==> src/rtl/u_rec_fifo.sv <==
// Receive buffer behind the UART receiver: turns each completed byte (a rising edge of
// rec_readyH after a long enough low period) into a write of a first-word-fall-through FIFO.
module u_rec_fifo #(
    parameter int DEPTH   = 16,
    parameter int ADDR_W  = 4,
    parameter int MIN_LOW = 32
) (
    input  logic              sys_clk,
    input  logic              sys_rst_l,
    input  logic [7:0]        rec_dataH,
    input  logic              rec_readyH,
    input  logic              rd_enH,
    output logic [7:0]        fifo_dataH,
    output logic              fifo_emptyH,
    output logic              fifo_fullH,
    output logic [ADDR_W:0]   fifo_countH,
    output logic              overflowH,
    input  logic              clr_ovfH,
    output logic [7:0]        drop_cntH
);

    localparam logic [7:0]      MIN_LOW_C = 8'(MIN_LOW);
    localparam logic [ADDR_W:0] DEPTH_C   = (ADDR_W+1)'(DEPTH);

    logic              ready_q, ready_d;
    logic [7:0]        low_cnt_q, low_cnt_d;
    logic [ADDR_W-1:0] wr_ptr_q, wr_ptr_d;
    logic [ADDR_W-1:0] rd_ptr_q, rd_ptr_d;
    logic [ADDR_W:0]   count_q, count_d;
    logic              overflow_q, overflow_d;
    logic [7:0]        drop_cnt_q, drop_cnt_d;

    logic [7:0]        mem_q [DEPTH];

    logic              rise;
    logic              wr_req;
    logic              full;
    logic              empty;
    logic              rd_en_eff;
    logic              wr_en;
    logic              drop;

    assign full      = (count_q == DEPTH_C);
    assign empty     = (count_q == '0);
    assign rise      = rec_readyH & ~ready_q;
    // low_cnt_q is the pre-update value, so a rise right after a short low pulse is rejected.
    assign wr_req    = rise & (low_cnt_q >= MIN_LOW_C);
    assign rd_en_eff = rd_enH & ~empty;
    // A full FIFO still accepts the byte when the head is popped on the same edge.
    assign wr_en     = wr_req & (~full | rd_en_eff);
    assign drop      = wr_req & full & ~rd_en_eff;

    always_comb begin
        ready_d    = rec_readyH;
        low_cnt_d  = low_cnt_q;
        wr_ptr_d   = wr_ptr_q;
        rd_ptr_d   = rd_ptr_q;
        count_d    = count_q;
        overflow_d = overflow_q;
        drop_cnt_d = drop_cnt_q;

        if (rec_readyH) begin
            low_cnt_d = '0;
        end else if (low_cnt_q < MIN_LOW_C) begin
            low_cnt_d = low_cnt_q + 8'd1;
        end

        if (wr_en) begin
            wr_ptr_d = wr_ptr_q + 1'b1;
        end
        if (rd_en_eff) begin
            rd_ptr_d = rd_ptr_q + 1'b1;
        end

        if (wr_en && !rd_en_eff) begin
            count_d = count_q + 1'b1;
        end else if (!wr_en && rd_en_eff) begin
            count_d = count_q - 1'b1;
        end

        // A drop in the same cycle as a clear wins and starts the count again at one.
        if (clr_ovfH) begin
            overflow_d = drop;
            drop_cnt_d = drop ? 8'd1 : 8'd0;
        end else if (drop) begin
            overflow_d = 1'b1;
            if (drop_cnt_q != 8'hFF) begin
                drop_cnt_d = drop_cnt_q + 8'd1;
            end
        end
    end

    always_ff @(posedge sys_clk or negedge sys_rst_l) begin
        if (!sys_rst_l) begin
            ready_q    <= 1'b1;
            low_cnt_q  <= '0;
            wr_ptr_q   <= '0;
            rd_ptr_q   <= '0;
            count_q    <= '0;
            overflow_q <= 1'b0;
            drop_cnt_q <= '0;
        end else begin
            ready_q    <= ready_d;
            low_cnt_q  <= low_cnt_d;
            wr_ptr_q   <= wr_ptr_d;
            rd_ptr_q   <= rd_ptr_d;
            count_q    <= count_d;
            overflow_q <= overflow_d;
            drop_cnt_q <= drop_cnt_d;
        end
    end

    // Storage carries no reset; empty masks whatever it holds.
    always_ff @(posedge sys_clk) begin
        if (wr_en) begin
            mem_q[wr_ptr_q] <= rec_dataH;
        end
    end

    assign fifo_dataH  = empty ? 8'h00 : mem_q[rd_ptr_q];
    assign fifo_emptyH = empty;
    assign fifo_fullH  = full;
    assign fifo_countH = count_q;
    assign overflowH   = overflow_q;
    assign drop_cntH   = drop_cnt_q;

endmodule

==> config.mk <==
export PLATFORM = sky130hd
export DESIGN_NAME = u_rec_fifo
export DESIGN_NICKNAME = d
export VERILOG_FILES = /design/src/rtl/u_rec_fifo.sv
export SDC_FILE = /design/constraint.sdc
export NUM_CORES = 1
export LEC_CHECK = 0
export ABC_AREA = 1
export BUFFER_PORTS_ARGS = -buffer_cell sky130_fd_sc_hd__buf_2
export CORE_UTILIZATION = 60
export DETAILED_ROUTE_END_ITERATION = 12
export PLACE_DENSITY = 0.78
export SLEW_MARGIN = 0
export SYNTH_ARGS = -nofsm -noshare
export SYNTH_HDL_FRONTEND = slang
export SYNTH_SLANG_ARGS = --single-unit
==> constraint.sdc <==
create_clock -name sys_clk -period 6.07 [get_ports sys_clk]
set_input_delay 0 -clock sys_clk [delete_from_list [all_inputs] [get_ports sys_clk]]
set_output_delay 0 -clock sys_clk [all_outputs]
set_load 0.03 [all_outputs]
==> run_results.csv, run 1 <==
group,metric,value,unit
outcome,status,"complete, no violations",
grt,grt_util_all_layers,27.4,%
clocking,clk_latency,420,ps
yosys,ys_async_sr_fraction,19.5,%
yosys,ys_seq_area_share,65.7,%
die,pin_count,37,
die,rows,39,
detailed_routing,final_antenna_net_count,0,
detailed_routing,via_per_inst,5.88,
yosys,syn_inst,645,
cells_and_area,fillers,783,
clocking,ctsHoldBuffers,10,
critical_path,path_cells,"buf_4, inv_2, nand2_1, nand3_1, nand3_1, nand2_1, nand2_1, a21oi_1, buf_2",
power,ir_drop,0.000409,V
sta,period_share,51.1,%
detailed_routing,drtIter0Drc,596,
critical_path,startpoint_type,"flip-flop",
critical_path,critPathMaxFanout,67,
placement,numPortBuffers,36,
sta,final_hold_viol_count,0,
die,die-area,12200,um2
die,die-height,110,um
clocking,path_clk_slew,60,ps
placement,place.gp.congestion,0.813,
placement,dpl.hpwl,9.51,mm
sta,period_needed,3100,ps
cells_and_area,drive_above_1_share,12.2,%
detailed_routing,vias,4939,
sta,rsz0062_at_grt,"false",
detailed_routing,wl,15.5,mm
cells_and_area,area_delta_synth_final,13.0,%
clocking,htree_levels,4,
die,core,11400,um2
detailed_routing,dr.pass1.iters,5,
sta,setup_tns,0,ps
clocking,clock_path_buffers,2,
detailed_routing,post-route-drc-count,0,
grt,grt_pass1_vias,4466,
yosys,syn-num-nets,672,
critical_path,cp_top_family,"buffers and inverters",
cells_and_area,fin_nets,711,
yosys,ys_ff_latch,159,
die,start_util,61.6,%
yosys,ys.flop_type,"edfxtp_1",
detailed_routing,met3_length,1.59,mm
critical_path,cp_num_buf_inv,3,
detailed_routing,route.layer.met1.wl,6.39,mm
sta,tightest_slew,1100,ps
yosys,synth-edff-count,128,
sta,fin_ws,2970,ps
critical_path,crit_path_frequent_cell,"nand2_1",
placement,pre_cts_ws,3530,ps
critical_path,cp_slowest_cell,"inv_2",
clocking,cts_root_buf,"clkbuf_16",
grt,antenna_found_initial,0,
yosys,ys_warn_count,0,
sta,finalSetupViolations,0,
detailed_routing,wl_per_cell,18.4,um
sta,fin_skew,6.93,ps
clocking,cts_buffers,17,
grt,grt_pass1_wl,23.5,mm
critical_path,cp.arrival,3100,ps
die,die_x,110,um
yosys,netlist_area,7030,um2
critical_path,end_kind,"primary output",
power,leakagePower,3.20,nW
cells_and_area,diodes,0,
clocking,cts_resized,0,
sta,slew_headroom,26.5,%
sta,slew_violations,0,
detailed_routing,top_layer,"met4",
critical_path,required,6070,ps
clocking,postCtsSetupRepairBufs,0,
detailed_routing,dr_wl_met2,7.21,mm
yosys,syn-mean-instance-area,10.9,um2
critical_path,max_stage_delay,900,ps
grt,grt_max_degree,68,
power,powerDensity,451,nW/um2
clocking,tritoncts,"done",
sta,fmax,322,MHz
grt,grt.overflow.total,0,
job,maxCapViolations,0,
hold_path,hold_class,"in -> reg",
yosys,synth_cell_types,33,
critical_path,path_class,"reg -> out",
clocking,clock_sinks,159,
[kinds of logic (layout without fill, tap and decap cells)]
kind of cell	count (synthesis)	after routing	synth area share [%]
buffers and inverters	60	112	4.43
AOI/OAI and AO/OA	26	26	1.94
DFF	159	159	65.7
adders and majority gates	14	14	2.60
and+or+nand+nor	372	372	23.5
xor gates and xnor gates	14	14	1.85
[flip-flops by register name, summed over array words and instances, names as in the netlist]
signal	cells
mem_q	128
low_cnt_q	8
fifo_countH	5
ready_q	1
rd_ptr_q	4
wr_ptr_q	4
overflowH	1
drop_cntH	8
[layer usage]
metal  GRT usage (%)  up-vias
met1            37.5     2352
met3            9.29       41
met5               0        -
met4            10.1        0
li1                -     2276
met2            41.0      270
[stage by stage]
step / cell area, um2 / util (%) / hold WS, ps / cells / power, mW
after CTS: 7950 / 69.6 / 5.79 / 840 / 3.58
after floorplan: 7030 / - / -296 / 645 / 2.19
after global routing: 7950 / 69.6 / 2.75 / 840 / 3.77
after detailed placement: 7220 / 63.2 / 91.1 / 798 / 2.44
after global placement: 7220 / 63.2 / 81.4 / 798 / 2.41
final: 7950 / 69.6 / 14.6 / 840 / 3.58
[layout make-up]
| cell class | instances | area, um2 | share of cell area, % |
|---|---|---|---|
| sequential | 159 | 4620 | 58.2 |
| multi-input combinational | 426 | 2100 | 26.4 |
| clock buffer | 20 | 437 | 5.50 |
| timing repair buffer | 48 | 295 | 3.72 |
| clock inverter | 12 | 191 | 2.41 |
| tap | 143 | 179 | 2.25 |
| inverter | 32 | 120 | 1.51 |
[cell usage in the layout, fill, tap and decap left out, types with 11 or more instances in the layout]
cell type,synthesis,routed
xor2_1,11,11
nand2_1,204,204
ha_1,13,13
buf_2,12,36
clkbuf_16,0,17
edfxtp_1,128,128
inv_1,27,27
nand3_1,114,114
a21oi_1,14,14
dfrtp_1,30,29
nor2_1,33,33
[power by group]
| group | switching, mW | internal [mW] | leakage [nW] |
|---|---|---|---|
| clock | 0.405 | 0.725 | 0.297 |
| sequential | 0.0723 | 1.22 | 1.55 |
| combinational | 0.828 | 0.337 | 1.36 |
[cells in the mapped netlist (3+ instances only)]
library cell | count | area share [%]
nand3_1 | 114 | 8.1
buf_4 | 5 | 0.53
nand2_4 | 4 | 0.64
nor2_1 | 33 | 1.8
inv_2 | 3 | 0.16
edfxtp_1 | 128 | 55
buf_2 | 12 | 0.85
dfrtp_1 | 30 | 11
ha_1 | 13 | 2.3
a21oi_1 | 14 | 1.0
o21ai_0 | 9 | 0.64
clkbuf_1 | 4 | 0.21
nand2_1 | 204 | 11
nor2_2 | 3 | 0.27
inv_1 | 27 | 1.4
nor3_1 | 3 | 0.21
nand4_1 | 3 | 0.27
buf_6 | 7 | 1.1
xor2_1 | 11 | 1.4
[worst paths after layout]
check,start,end,slack (ps),cells after the start
worst max-delay path,rd_ptr_q[0],fifo_dataH[5],2970,9
worst min-delay path,rec_dataH[4],mem_q[5][4],10,1
worst max register to register,fifo_countH[2],fifo_countH[4],3510,15
worst min register to register,overflowH,overflowH,480,2
max in group asynchronous,sys_rst_l,rd_ptr_q[0],5380,2
min in group asynchronous,sys_rst_l,rd_ptr_q[3],200,2
Note: power is estimated with default switching activity, not from simulation.
==> run 2: changes to the inputs <==
--- a/config.mk
+++ b/config.mk
@@ -7,9 +7,9 @@
 export LEC_CHECK = 0
 export ABC_AREA = 1
 export BUFFER_PORTS_ARGS = -buffer_cell sky130_fd_sc_hd__buf_2
-export CORE_UTILIZATION = 60
+export CORE_UTILIZATION = 55
 export DETAILED_ROUTE_END_ITERATION = 12
-export PLACE_DENSITY = 0.78
+export PLACE_DENSITY = 0.76
 export SLEW_MARGIN = 0
 export SYNTH_ARGS = -nofsm -noshare
 export SYNTH_HDL_FRONTEND = slang
==> constraint.sdc (replaced) <==
create_clock -name sys_clk -period 2.7 [get_ports sys_clk]
set_input_delay 0 -clock sys_clk [delete_from_list [all_inputs] [get_ports sys_clk]]
set_output_delay 0 -clock sys_clk [all_outputs]
set_load 0.03 [all_outputs]
==> run_results.csv, run 2 (same netlist as run 1, synthesis figures left out) <==
group,metric,value,unit
cells_and_area,largest_reg_flops,128,
cells_and_area,fin_nets,722,
clocking,clock_path_buffers,2,
hold_path,hold_class,"in -> reg",
critical_path,critPathMaxFanout,10,
hold_path,min_path_cells,1,
job,maxCapViolations,0,
critical_path,required,3000,ps
cells_and_area,largest-register,"mem_q",
sta,tightest_slew,790,ps
cells_and_area,fillers,938,
cells_and_area,seqCellArea,4620,um2
placement,dpl.hpwl,9.51,mm
power,leakagePower,3.22,nW
hold_path,worstHoldEndpoint,"mem_q[0][6]",
detailed_routing,drtIter0Drc,503,
grt,grt_pass1_vias,4749,
critical_path,cp.arrival,2730,ps
sta,holdWs,13.8,ps
clocking,tritoncts,"done",
sta,slew_violations,0,
cells_and_area,area_delta_synth_final,13.5,%
placement,numPortBuffers,36,
cells_and_area,final_cell_mix,"nand2_1, edfxtp_1, nand3_1",
die,core,12300,um2
detailed_routing,wl,15.0,mm
clocking,cts_root_buf,"clkbuf_16",
detailed_routing,final_antenna_net_count,0,
critical_path,r2r_end,"fifo_countH[4]",
die,die_x,115,um
die,rows,40,
detailed_routing,via_per_inst,5.51,
grt,grt_util_all_layers,24.3,%
critical_path,end_kind,"flip-flop",
detailed_routing,dr.pass1.iters,6,
critical_path,startpoint_type,"flip-flop",
sta,final_hold_viol_count,0,
sta,period_needed,2440,ps
grt,antenna_found_initial,0,
sta,fmax,410,MHz
clocking,clock_sinks,159,
detailed_routing,vias,4824,
grt,grt_max_degree,67,
outcome,status,"complete, no violations",
cells_and_area,multi_input_area,2100,um2
die,start_util,57.4,%
hold_path,hp-start,"rec_dataH[6]",
critical_path,r2r_setup_slack,260,ps
power,ir_drop,0.000468,V
clocking,cts_buffers,17,
detailed_routing,post-route-drc-count,0,
sta,slew_headroom,47.1,%
clocking,path_clk_slew,60,ps
power,powerDensity,967,nW/um2
placement,place.gp.congestion,0.860,
critical_path,path_class,"reg -> reg",
detailed_routing,wl_per_cell,17.1,um
clocking,cts_resized,0,
critical_path,r2r_cells,12,
sta,finalSetupViolations,0,
grt,grt.overflow.total,0,
sta,fin_skew,11.3,ps
cells_and_area,final_common_cell,"nand2_1",
die,die-area,13200,um2
die,pin_count,37,
cells_and_area,diodes,0,
sta,setup_tns,0,ps
clocking,postCtsSetupRepairBufs,0,
sta,rsz0062_at_grt,"false",
clocking,htree_levels,4,
grt,grt_pass1_wl,23.7,mm
die,die-height,115,um
clocking,ctsHoldBuffers,9,
cells_and_area,drive_above_1_share,13.1,%
cells_and_area,post-route-util,65.1,%
sta,period_share,90.3,%
clocking,clk_latency,410,ps
critical_path,r2r_start,"fifo_countH[2]",
-- run 2: worst max path at each step --
stage / endpoint / slack, ps / from
6_report: fifo_countH[4] / 260 / fifo_countH[2]
5_1_grt: fifo_countH[4] / 80 / fifo_countH[2]
4_1_cts: fifo_countH[4] / 280 / fifo_countH[2]
3_5_place_dp: fifo_countH[4] / 300 / fifo_countH[2]
3_3_place_gp: fifo_countH[4] / 390 / fifo_countH[2]
2_1_floorplan: fifo_countH[4] / 230 / fifo_countH[2]
-- run 2: layout make-up --
class	count	area share (%)
Clock inverter	5	0.423
Timing Repair Buffer	59	4.89
Inverter	32	1.50
Multi-Input combinational cell	426	26.3
Clock buffer	27	6.32
Sequential cell	159	57.9
Tap cell	168	2.63
-- run 2: worst max-delay path, cell delays in order (launching register included) --
cell and delay (ps):
dfrtp_1 420, nor2_1 200, nand3_1 150, nor2_2 220, nor2_8 80, ha_1 260, fa_1 410, o21ai_0 280
a21oi_1 100, nand2_1 70, nand2_1 50, nand2_1 50, nand2_1 50
-- run 2: where the power goes --
group	leakage (nW)	internal [mW]	switching (mW)	total (mW)
Sequential	1.55	2.74	0.115	2.85
Combinational	1.42	0.794	1.92	2.72
Clock	0.257	1.28	0.875	2.15
Total	3.22	4.81	2.91	7.72
-- run 2: metal layers --
metal	wire length [um]	GRT usage, %	vias up
met2	7680	41.5	180
met1	6060	29.4	2339
met5	0	0	-
li1	-	-	2289
met3	1030	7.22	16
met4	224	8.83	0
-- run 2: per-stage QoR --
step	instance area (um2)	setup slack, ps	power (mW)	instances
after floorplan	7030	226	4.93	645
after global placement	7340	391	5.48	834
after detailed placement	7340	295	5.55	834
after CTS	7970	279	7.71	875
after global routing	7980	81.0	8.13	876
final	7980	262	7.72	876
